<file path="src/rtl/mips_pkg.sv">
// mips_pkg: shared definitions for the IF/ID stage and its hazard logic.
//   NOP            - all-zero instruction word used to squash a slot
//   RS_HI/RS_LO    - bit range of the rs field in an instruction word
//   RT_HI/RT_LO    - bit range of the rt field in an instruction word
//   hz_state_e     - load-use tracker state {RUN, STALL, ERR}
package mips_pkg;

  localparam logic [31:0] NOP = 32'h0000_0000;

  localparam int RS_HI = 25;
  localparam int RS_LO = 21;
  localparam int RT_HI = 20;
  localparam int RT_LO = 16;

  typedef enum logic [1:0] {
    RUN   = 2'd0,
    STALL = 2'd1,
    ERR   = 2'd2
  } hz_state_e;

endpackage

</file>
<file path="src/rtl/load_use_detect.sv">
// load_use_detect: pure combinational load-use hazard equation. Shared with
// the forwarding unit, so it takes already-extracted register fields.
// Ports:
//   valid    in  1      consumer slot holds a real instruction
//   memread  in  1      a load sits in EX
//   idex_rt  in  REG_W  destination register of that load
//   rs, rt   in  REG_W  source fields of the consumer instruction
//   haz      out 1      consumer must wait one cycle
module load_use_detect #(
  parameter int REG_W = 5
) (
  input  logic             valid,
  input  logic             memread,
  input  logic [REG_W-1:0] idex_rt,
  input  logic [REG_W-1:0] rs,
  input  logic [REG_W-1:0] rt,
  output logic             haz
);

  // r0 is hardwired to zero, so a load "into" it never creates a dependency.
  assign haz = valid & memread & (idex_rt != '0) &
               ((idex_rt == rs) | (idex_rt == rt));

endmodule

</file>
<file path="src/rtl/ifid_hazard_reg.sv">
// ifid_hazard_reg: IF/ID pipeline register with integrated load-use hazard
// detection. Holds the slot for one cycle on a load-use hazard (freezing the
// PC and requesting a bubble into ID/EX) and squashes to NOP on Flush.
// Optional build macro: HAZARD_STATS_EN adds StallCount/FlushCount outputs.
// Ports:
//   clk, rst                in   clock, asynchronous active-high reset
//   PCplusOne, Instr_in     in   DATA_W  PC+1 and fetched instruction from IF
//   Flush                   in   taken branch/jump, squash the IF slot
//   IDEX_MemRead, IDEX_rt   in   load-in-EX flag and its destination
//   PCplusOneOut, InstrOut  out  registered PC+1 / instruction to ID
//   ValidOut                out  InstrOut is a real instruction
//   PCWrite                 out  0 = hold the PC this cycle
//   Bubble                  out  1 = ID drives all-zero controls into ID/EX
//   StallCount, FlushCount  out  32-bit wrapping event counters (stats build)
module ifid_hazard_reg
  import mips_pkg::*;
#(
  parameter int DATA_W = 32,
  parameter int REG_W  = 5
) (
  input  logic              clk,
  input  logic              rst,
  input  logic [DATA_W-1:0] PCplusOne,
  input  logic [DATA_W-1:0] Instr_in,
  input  logic              Flush,
  input  logic              IDEX_MemRead,
  input  logic [REG_W-1:0]  IDEX_rt,
  output logic [DATA_W-1:0] PCplusOneOut,
  output logic [DATA_W-1:0] InstrOut,
  output logic              ValidOut,
  output logic              PCWrite,
`ifdef HAZARD_STATS_EN
  output logic [31:0]       StallCount,
  output logic [31:0]       FlushCount,
`endif
  output logic              Bubble
);

  hz_state_e state;
  logic      haz;
  logic      stall_win;

  load_use_detect #(.REG_W(REG_W)) u_detect (
    .valid   (ValidOut),
    .memread (IDEX_MemRead),
    .idex_rt (IDEX_rt),
    .rs      (InstrOut[RS_LO +: REG_W]),
    .rt      (InstrOut[RT_LO +: REG_W]),
    .haz     (haz)
  );

  // Flush outranks the hazard: a squashed slot never needs to wait.
  assign stall_win = haz & ~Flush;

  // ERR means ID/EX kept a load alive past the bubble; keep the pipe moving
  // with bubbles rather than deadlock, until reset.
  always_comb begin
    PCWrite = ~haz | Flush;
    Bubble  = haz | ~ValidOut;
    if (state == ERR) begin
      PCWrite = 1'b1;
      Bubble  = 1'b1;
    end
  end

  // ---- IF -> ID stage boundary ----
  always_ff @(posedge clk or posedge rst) begin
    if (rst) begin
      PCplusOneOut <= '0;
      InstrOut     <= DATA_W'(NOP);
      ValidOut     <= 1'b0;
    end else if (Flush) begin
      PCplusOneOut <= PCplusOne;
      InstrOut     <= DATA_W'(NOP);
      ValidOut     <= 1'b0;
    end else if (!haz) begin
      PCplusOneOut <= PCplusOne;
      InstrOut     <= Instr_in;
      ValidOut     <= 1'b1;
    end
  end

  always_ff @(posedge clk or posedge rst) begin
    if (rst) begin
      state <= RUN;
    end else begin
      case (state)
        RUN:     state <= stall_win ? STALL : RUN;
        STALL:   state <= stall_win ? ERR : RUN;
        ERR:     state <= ERR;
        default: state <= RUN;
      endcase
    end
  end

`ifdef HAZARD_STATS_EN
  always_ff @(posedge clk or posedge rst) begin
    if (rst) begin
      StallCount <= '0;
      FlushCount <= '0;
    end else begin
      if (stall_win) StallCount <= StallCount + 32'd1;
      if (Flush)     FlushCount <= FlushCount + 32'd1;
    end
  end
`endif

endmodule
</file>
<file path="config.mk">
export PLATFORM = sky130hd
export DESIGN_NAME = ifid_hazard_reg
export DESIGN_NICKNAME = d
export VERILOG_FILES = /design/src/rtl/mips_pkg.sv /design/src/rtl/load_use_detect.sv /design/src/rtl/ifid_hazard_reg.sv
export SDC_FILE = /design/constraint.sdc
export NUM_CORES = 1
export LEC_CHECK = 0
export CAP_MARGIN = 15
export CORE_MARGIN = 2
export CORE_UTILIZATION = 45
export DETAILED_ROUTE_END_ITERATION = 8
export GPL_ROUTABILITY_DRIVEN = 0
export GPL_TIMING_DRIVEN = 0
export HOLD_SLACK_MARGIN = 0.1
export PLACE_DENSITY = 0.86
export SYNTH_ARGS = -nofsm -noshare
export SYNTH_HDL_FRONTEND = slang
export SYNTH_SLANG_ARGS = --single-unit
</file>
<file path="constraint.sdc">
create_clock -name clk -period 4.18 [get_ports clk]
set_input_delay 0.418 -clock clk [delete_from_list [all_inputs] [get_ports clk]]
set_output_delay 0.418 -clock clk [all_outputs]
set_load 0.01 [all_outputs]
</file>
==> flow_summary.json, run 1 <==
{
  "setup_viol": 0,
  "total_power_uw": 1630,
  "grt_pass1_wl_mm": 11.4,
  "drv_slew": 0,
  "start_util": 0.458,
  "r2r_cells": 6,
  "hold_class": "register to register",
  "rows": 30,
  "finClkSkew_ns": 0.0149,
  "wire_per_inst_um": 15.1,
  "post-route-min-period_ns": 3.10,
  "synth_cell_types": 22,
  "synth_nets": 311,
  "place.detailed.hpwl_mm": 5.45,
  "pwr-share-seq": 0.434,
  "stdcell_area_mm2": 0.00482,
  "drive_gt1_frac": 0.155,
  "vias": 2271,
  "seqCellArea_mm2": 0.00168,
  "final_common_cell": "clkdlybuf4s50_1",
  "clockBufferDepth": 2,
  "reg2reg_from": "InstrOut[23]",
  "hold_buffers": 0,
  "hold_depth": 1,
  "path_clk_slew_ns": 0.07,
  "vdd_drop_max_mv": 0.203,
  "rsz0062_at_grt": "no",
  "cp_data_required_time_ns": 3.76,
  "drt_pre_antenna_iters": 4,
  "syn_inst": 238,
  "die_w_um": 86.5,
  "top_layer_used": "met4",
  "drcViolationCount": 0,
  "post_cts_buffers": 0,
  "cp-end-kind": "primary output",
  "mostFrequentLayoutCells": "139 x clkdlybuf4s50_1, 67 x dfrtp_1, 66 x nand2_1, 32 x mux2i_1, 29 x mux2_4",
  "cts_resized": 0,
  "clockRootBuffer": "clkbuf_8",
  "critPathKind": "input pin to primary output",
  "startpoint": "IDEX_rt[2]",
  "hold_viol": 0,
  "synthToLayoutAreaGrowth_pct": 57.5,
  "yosysTopAreaCell": "dfrtp_1",
  "p_leak_uw": 0.00206,
  "worst_slew_pin_slew_ns": 0.694,
  "intPower_uw": 1260,
  "grt-ovfl-total": 0,
  "powerDensity_mw_per_mm2": 338,
  "cts_tree": "yes",
  "wl_met1_mm": 2.95,
  "track_usage": 0.197,
  "grt_pass1_vias": 2373,
  "multi_input_area_mm2": 0.00126,
  "n_antenna_cell": 0,
  "avgSynthCellArea_um2": 12.9,
  "cts.sinks": 67,
  "postPlaceCellArea_mm2": 0.00457,
  "die_h_um": 86.5,
  "finalSetupTns_ns": 0,
  "ios": 140,
  "syn_area_mm2": 0.00306,
  "met3_length_um": 611,
  "pwr-share-clk": 0.404,
  "slew_headroom": 0.537,
  "cts_max_level": 3,
  "synth_warnings": 0,
  "finalCritPeriodShare": 0.741,
  "fin_nets": 462,
  "swShare": 0.225,
  "die-area_mm2": 0.00748,
  "hold-path-endpoint": "state[0]",
  "fillerInstances": 494,
  "status": "finished clean",
  "core_mm2": 0.00668,
  "portBuffers": 139,
  "ant_nets": 0,
  "worst_r2r_endpoint": "PCplusOneOut[26]",
  "wirelength_mm": 7.18,
  "avgViaCountPerCell": 4.79,
  "fmax_mhz": 323,
  "met2_wirelength_mm": 3.54,
  "arrival_ns": 2.68,
  "critPathMaxFanout": 10,
  "grt_antenna_before_repair": 0,
  "maxCapViolCount": 0,
  "cp-start-kind": "input pin",
  "hp-start": "state[0]",
  "numCtsBuffers": 9,
  "synth_area_leaders": "dfrtp_1 55%, mux2_4 14%, mux2i_1 10%",
  "drt_iter0_markers": 64,
  "r2r_setup_slack_ns": 2.33,
  "combinationalPowerShare": 0.162,
  "clk_latency_ns": 0.34,
  "synth-seq-area-share": 0.547,
  "netSwitchingPower_uw": 366,
  "ys_ff_latch": 67,
  "netlist.area_leader.share": 0.547,
  "grt_start_max_net_pins": 37
}
[sequential cells by signal, indices dropped and copies added (netlist names)]
signal and flops:
PCplusOneOut 32, state 2, ValidOut 1, InstrOut 32
[cells by family after synthesis]
| group | Yosys count | synth area share |
|---|---|---|
| DFF | 67 | 0.547 |
| xor gates and xnor gates | 10 | 0.0286 |
| muxes | 64 | 0.258 |
| buffers and inverters | 15 | 0.0417 |
| and+or+nand+nor | 80 | 0.115 |
| AOI/OAI and AO/OA | 2 | 0.00940 |
[layout make-up]
cell class | instances | area share
Multi-Input combinational cell | 156 | 0.261
Sequential cell | 67 | 0.348
Buffer | 13 | 0.0249
Clock buffer | 10 | 0.0285
Inverter | 2 | 0.00156
Clock inverter | 6 | 0.0233
Timing Repair Buffer | 140 | 0.293
Tap cell | 80 | 0.0207
[Yosys cell counts, drive strengths merged]
cell type,count
dfrtp,67
nand2,66
mux2,32
mux2i,32
xor2,10
clkbuf,7
buf,6
nor2,5
nor3,3
inv,2
nand2b,2
a22oi,1
nand3,1
nand3b,1
nand4,1
nor4,1
o31ai,1
[power groups by stage]
stage / clock network, uW / logic (uW) / registers (uW)
after floorplan: 0 / 86.8 / 733
after global placement: 0 / 258 / 717
after detailed placement: 0 / 267 / 718
after CTS: 671 / 268 / 707
after global routing: 702 / 285 / 711
final: 659 / 263 / 707
[routing by layer]
layer,up-vias,GRT usage
met2,101,0.322
met1,1075,0.245
met4,0,0.0753
met3,6,0.0638
met5,-,0
li1,1089,-
[worst max-delay path, cell delays in order]
cell	delay [ns]
clkdlybuf4s50_1	0.47
xor2_1	0.18
nor3_2	0.28
a22oi_4	0.15
nor2_4	0.27
buf_6	0.21
nand3b_1	0.15
clkdlybuf4s50_1	0.57
[how the worst max path moves through the flow]
stage | endpoint | slack, ns | cells past startpoint
final | Bubble | 1.08 | 8
after global routing | Bubble | 0.90 | 8
after CTS | Bubble | 1.06 | 8
after detailed placement | Bubble | 1.09 | 8
after global placement | PCplusOneOut[6] | 0.95 | 2
after floorplan | InstrOut[0] | 2.08 | 1
[through the flow]
step,utilization,worst slack [ns],hold WS [ns],std cells
after CTS,0.722,1.06,0.458,474
final,0.722,1.08,0.458,474
after detailed placement,0.685,1.09,0.449,458
after global routing,0.722,0.896,0.496,474
after floorplan,-,2.08,0.426,238
after global placement,0.682,0.953,0.436,457
No activity file was read; power rests on OpenSTA's default activity.
==> run 2, diff against run 1 <==
Settings changed: CORE_UTILIZATION 45 to 38, PLACE_DENSITY 0.86 to 0.77.
Clock period 4.18 ns to 2.8 ns, I/O delays scaled along.
==> run 2 against run 1 <==
- sequential power increased by 49%
- routed wire length increased by 1.1%
- clock power increased by 16%
- clock-buffer cell count increased by 1
- setup slack got worse by 0.84 ns
- cell area decreased by 0.47%
- register-to-register slack got worse by 1.4 ns
- highest routed layer unchanged
==> flow_summary.json, run 2 (same netlist as run 1, synthesis figures left out) <==
{
  "die_w_um": 93.8,
  "wirelength_mm": 7.26,
  "finalCritPeriodShare": 0.915,
  "portBuffers": 139,
  "n_antenna_cell": 0,
  "top_usage_layer": "met2",
  "path_clk_slew_ns": 0.07,
  "place.detailed.hpwl_mm": 5.40,
  "synthToLayoutAreaGrowth_pct": 56.8,
  "wire_per_inst_um": 14.5,
  "postPlaceCellArea_mm2": 0.00458,
  "grt_pass1_wl_mm": 11.6,
  "vias": 2317,
  "maxCapViolCount": 0,
  "use_met2": 0.283,
  "total_power_uw": 2210,
  "cp_data_required_time_ns": 2.52,
  "clockRootBuffer": "clkbuf_8",
  "dp_cells": 479,
  "cp-start-kind": "input pin",
  "finClkSkew_ns": 0.00781,
  "cts_tree": "yes",
  "crit_top_cell": "clkdlybuf4s50_1",
  "drt_pre_antenna_iters": 4,
  "fillerInstances": 642,
  "worstPathCellList": "clkdlybuf4s50_1 > xor2_1 > nor3_2 > a22oi_4 > nor2_8 > buf_12 > nand2_1 > clkdlybuf4s50_1",
  "mostFrequentLayoutCells": "138 x clkdlybuf4s50_1, 67 x dfrtp_1, 66 x nand2_1, 32 x mux2i_1, 29 x mux2_4",
  "drive_gt1_frac": 0.156,
  "grt_start_max_net_pins": 68,
  "status": "finished clean",
  "start_util": 0.394,
  "critPathMaxFanout": 10,
  "reg_top3": "InstrOut (32), PCplusOneOut (32), state (2)",
  "cts_max_level": 3,
  "rows": 32,
  "drcViolationCount": 0,
  "r2r_setup_slack_ns": 0.97,
  "numCtsBuffers": 9,
  "clockBufferDepth": 2,
  "ios": 140,
  "setup_viol": 0,
  "cts.sinks": 67,
  "fin_nets": 465,
  "grt_pass1_vias": 2479,
  "final_common_cell": "clkdlybuf4s50_1",
  "final_cells": 499,
  "post-route-min-period_ns": 2.56,
  "slowest_delay_ns": 0.49,
  "grtUsageMet1": 0.208,
  "die-area_mm2": 0.00879,
  "met3_usage": 0.0546,
  "vdd_drop_max_mv": 0.210,
  "drt_iter0_markers": 59,
  "worst_slew_pin_slew_ns": 0.807,
  "rsz0062_at_grt": "no",
  "multi_input_area_mm2": 0.00126,
  "drv_slew": 0,
  "clk_latency_ns": 0.33,
  "stdcell_area_mm2": 0.00480,
  "p_leak_uw": 0.00204,
  "hold_viol": 0,
  "track_usage": 0.170,
  "die_h_um": 93.8,
  "ant_nets": 0,
  "critPathKind": "input pin to primary output",
  "cp-end-kind": "primary output",
  "hold_class": "input pin to asynchronous set/reset pin",
  "powerDensity_mw_per_mm2": 460,
  "core_mm2": 0.00777,
  "seqCellArea_mm2": 0.00168,
  "arrival_ns": 2.28,
  "slowest_stage": "clkdlybuf4s50_1",
  "grt-ovfl-total": 0,
  "fmax_mhz": 390,
  "grt_antenna_before_repair": 0,
  "slew_headroom": 0.462,
  "avgViaCountPerCell": 4.64
}
## run 2: final cells by class
| class | count | area share |
|---|---|---|
| Inverter | 2 | 0.00208 |
| Buffer | 13 | 0.0250 |
| Tap cell | 102 | 0.0266 |
| Clock buffer | 11 | 0.0274 |
| Clock inverter | 5 | 0.0112 |
| Timing Repair Buffer | 143 | 0.297 |
| Sequential cell | 67 | 0.349 |
| Multi-Input combinational cell | 156 | 0.262 |
## run 2: report_power, final
part	internal (uW)	total (uW)	switching [uW]
registers	1020	1050	33.5
logic	246	392	146
clock network	409	764	355
total	1670	2210	534
## run 2: path summary, 6_finish.rpt
kind	from	endpoint	cells past startpoint
worst min-delay path	rst	PCplusOneOut[23]	2
worst max register to register	InstrOut[20]	PCplusOneOut[12]	6
max in group asynchronous	rst	InstrOut[18]	2
worst max-delay path	IDEX_rt[4]	PCWrite	8
worst min register to register	state[1]	state[0]	1
min in group clk	state[1]	state[0]	1
## run 2: critical path: cells and delay by family
kind,cells,cell delay (ns)
XOR/XNOR,1,0.18
AND/OR/NAND/NOR,3,0.54
AO/OA/AOI/OAI,1,0.16
buffers and inverters,3,1.14
## run 2: what timing repair did
action / 4_1_cts / 5_1_grt
pin swaps: 1 / 2
endpoints found under the hold margin: 0 / 0
gates resized for setup: 0 / 1
hold buffers: 0 / 0
buffers inserted: 0 / 4
endpoints found under the setup margin: 1 / 1
## run 2: through the flow
step / utilization / worst slack (ns) / hold slack (ns) / TNS (ns)
after CTS: 0.614 / 0.00832 / 0.463 / 0
after global routing: 0.618 / 0.0692 / 0.478 / 0
after floorplan: - / 0.837 / 0.414 / 0
after global placement: 0.590 / -0.333 / 0.438 / -22.18
after detailed placement: 0.590 / -0.00625 / 0.454 / -0.00625
final: 0.618 / 0.238 / 0.464 / 0
## run 2: layer usage
layer  share of wire  wire, um
met5               0         0
met2            0.49      3540
met1            0.43      3100
met4           0.015       111
met3           0.068       497
==> run 3, diff against run 2 <==
Settings changed: CAP_MARGIN 15 to unset, PLACE_DENSITY 0.77 to 0.82.
==> run 3 against run 2 <==
- setup slack worse by 0.093 ns
- largest cell class unchanged
- clock-buffer cell count is 2 lower
- worst hold slack worse by 0.013 ns
- clock skew is 0.0029 ns higher
- critical endpoint is now Bubble
- clock power is 14% higher
==> flow_summary.json, run 3 (same netlist as run 1, synthesis figures left out) <==
{
  "status": "finished clean",
  "postPlaceCellArea_mm2": 0.00458,
  "start_util": 0.394,
  "grt_pass1_wl_mm": 11.3,
  "rsz0062_at_grt": "no",
  "numCtsBuffers": 9,
  "core_mm2": 0.00777,
  "vdd_drop_max_mv": 0.267,
  "cts.sinks": 67,
  "n_antenna_cell": 0,
  "mostFrequentLayoutCells": "139 x clkdlybuf4s50_1, 67 x dfrtp_1, 66 x nand2_1, 32 x mux2i_1, 29 x mux2_4",
  "ios": 140,
  "cts_resized": 0,
  "worstPathCellList": "clkdlybuf4s50_1 > xor2_1 > nor3_2 > a22oi_4 > nor2_4 > buf_6 > nand3b_1 > clkdlybuf4s50_1",
  "path_clk_slew_ns": 0.08,
  "die-area_mm2": 0.00879,
  "drv_slew": 0,
  "finalCritPeriodShare": 0.948,
  "arrival_ns": 2.38,
  "pwr-share-clk": 0.376,
  "rows": 32,
  "final_common_cell": "clkdlybuf4s50_1",
  "grt_antenna_before_repair": 0,
  "grt_start_max_net_pins": 68,
  "top_usage_layer": "met2",
  "use_met2": 0.267,
  "final_cells": 498,
  "portBuffers": 139,
  "drive_gt1_frac": 0.159,
  "wire_per_inst_um": 14.3,
  "cts_tree": "yes",
  "drt_iter0_markers": 43,
  "post-route-min-period_ns": 2.66,
  "critPathMaxFanout": 10,
  "worst_slew_pin_slew_ns": 0.811,
  "fin_nets": 464,
  "place.detailed.hpwl_mm": 5.22,
  "pwr-share-seq": 0.455,
  "hold_buffers": 0,
  "ant_nets": 0,
  "clockRootBuffer": "clkbuf_8",
  "vias": 2269,
  "cts_max_level": 3,
  "clk_latency_ns": 0.33,
  "track_usage": 0.165,
  "finClkSkew_ns": 0.0107,
  "hold_viol": 0,
  "critPathKind": "input pin to primary output",
  "swShare": 0.237,
  "crit_top_cell": "clkdlybuf4s50_1",
  "wirelength_mm": 7.13,
  "reg_top3": "InstrOut (32), PCplusOneOut (32), state (2)",
  "intPower_uw": 1760,
  "grt-ovfl-total": 0,
  "met3_usage": 0.0417,
  "hold_class": "input pin to asynchronous set/reset pin",
  "stdcell_area_mm2": 0.00482,
  "maxCapViolCount": 0,
  "cp-start-kind": "input pin",
  "r2r_cells": 6,
  "grt_pass1_vias": 2326,
  "powerDensity_mw_per_mm2": 480,
  "slew_headroom": 0.459,
  "avgViaCountPerCell": 4.56,
  "fillerInstances": 610,
  "dp_cells": 479,
  "setup_viol": 0,
  "synthToLayoutAreaGrowth_pct": 57.5,
  "drt_pre_antenna_iters": 5,
  "p_leak_uw": 0.00205,
  "combinationalPowerShare": 0.169,
  "slowest_stage": "clkdlybuf4s50_1",
  "cp_num_buf_inv": 3,
  "die_w_um": 93.8,
  "grtUsageMet1": 0.212,
  "fmax_mhz": 377,
  "slowest_delay_ns": 0.57,
  "die_h_um": 93.8,
  "cp-end-kind": "primary output",
  "clockBufferDepth": 2,
  "netSwitchingPower_uw": 549,
  "cp_data_required_time_ns": 2.52,
  "critical_path.top_delay_family": "buffers and inverters",
  "drcViolationCount": 0,
  "path_depth": 8
}
[run 3: metal layers]
| layer | part of all wire | up-vias |
|---|---|---|
| met3 | 0.058 | 13 |
| met2 | 0.47 | 84 |
| li1 | - | 1100 |
| met5 | 0 | - |
| met4 | 0.020 | 0 |
| met1 | 0.45 | 1072 |
[run 3: through the flow]
| step | total power [uW] | util | TNS [ns] | hold WS (ns) | setup slack (ns) |
|---|---|---|---|---|---|
| 4_1_cts | 2340 | 0.618 | 0 | 0.459 | 0.0174 |
| 2_1_floorplan | 1220 | - | 0 | 0.414 | 0.837 |
| 6_report | 2310 | 0.621 | 0 | 0.451 | 0.145 |
| 3_3_place_gp | 1460 | 0.590 | -20.92 | 0.438 | -0.314 |
| 3_5_place_dp | 1470 | 0.590 | 0 | 0.453 | 0.0106 |
| 5_1_grt | 2430 | 0.621 | 0 | 0.472 | 0.0168 |
[run 3: timing repair]
item                       CTS  global route
setup endpoints to repair    1             1
buffers inserted             0             3
pin swaps                    1             1
[run 3: final timing paths]
| path | from | to | slack [ns] |
|---|---|---|---|
| setup / recovery | IDEX_rt[2] | Bubble | 0.14 |
| hold / removal | rst | PCplusOneOut[25] | 0.45 |
| setup reg to reg | InstrOut[17] | PCplusOneOut[19] | 0.98 |
| hold reg to reg | state[1] | state[0] | 0.46 |
| max in group asynchronous | rst | PCplusOneOut[8] | 1.79 |
| min in group clk | state[1] | state[0] | 0.46 |
[run 3: final cells by class]
class	instances	area [um2]	share of cell area
Timing Repair Buffer	142	1410	0.293
Clock buffer	9	124	0.0257
Sequential cell	67	1680	0.348
Inverter	2	10.0	0.00208
Multi-Input combinational cell	156	1260	0.261
Buffer	13	120	0.0249
Clock inverter	7	92.6	0.0192
Tap cell	102	128	0.0265
[run 3: worst register-to-register path, stage by stage, from the launching register on]
cell and delay, ns:
dfrtp_1 0.41, xor2_1 0.18, nor3_2 0.24, a22oi_4 0.16, nor2_8 0.23, buf_12 0.18
mux2_4 0.31
[run 3: power by group through the flow]
stage,clock network (uW),registers [uW],logic [uW]
6_report,869,1050,392
5_1_grt,950,1060,423
4_1_cts,895,1050,397
3_5_place_dp,0,1070,395
3_3_place_gp,0,1070,388
2_1_floorplan,0,1090,130
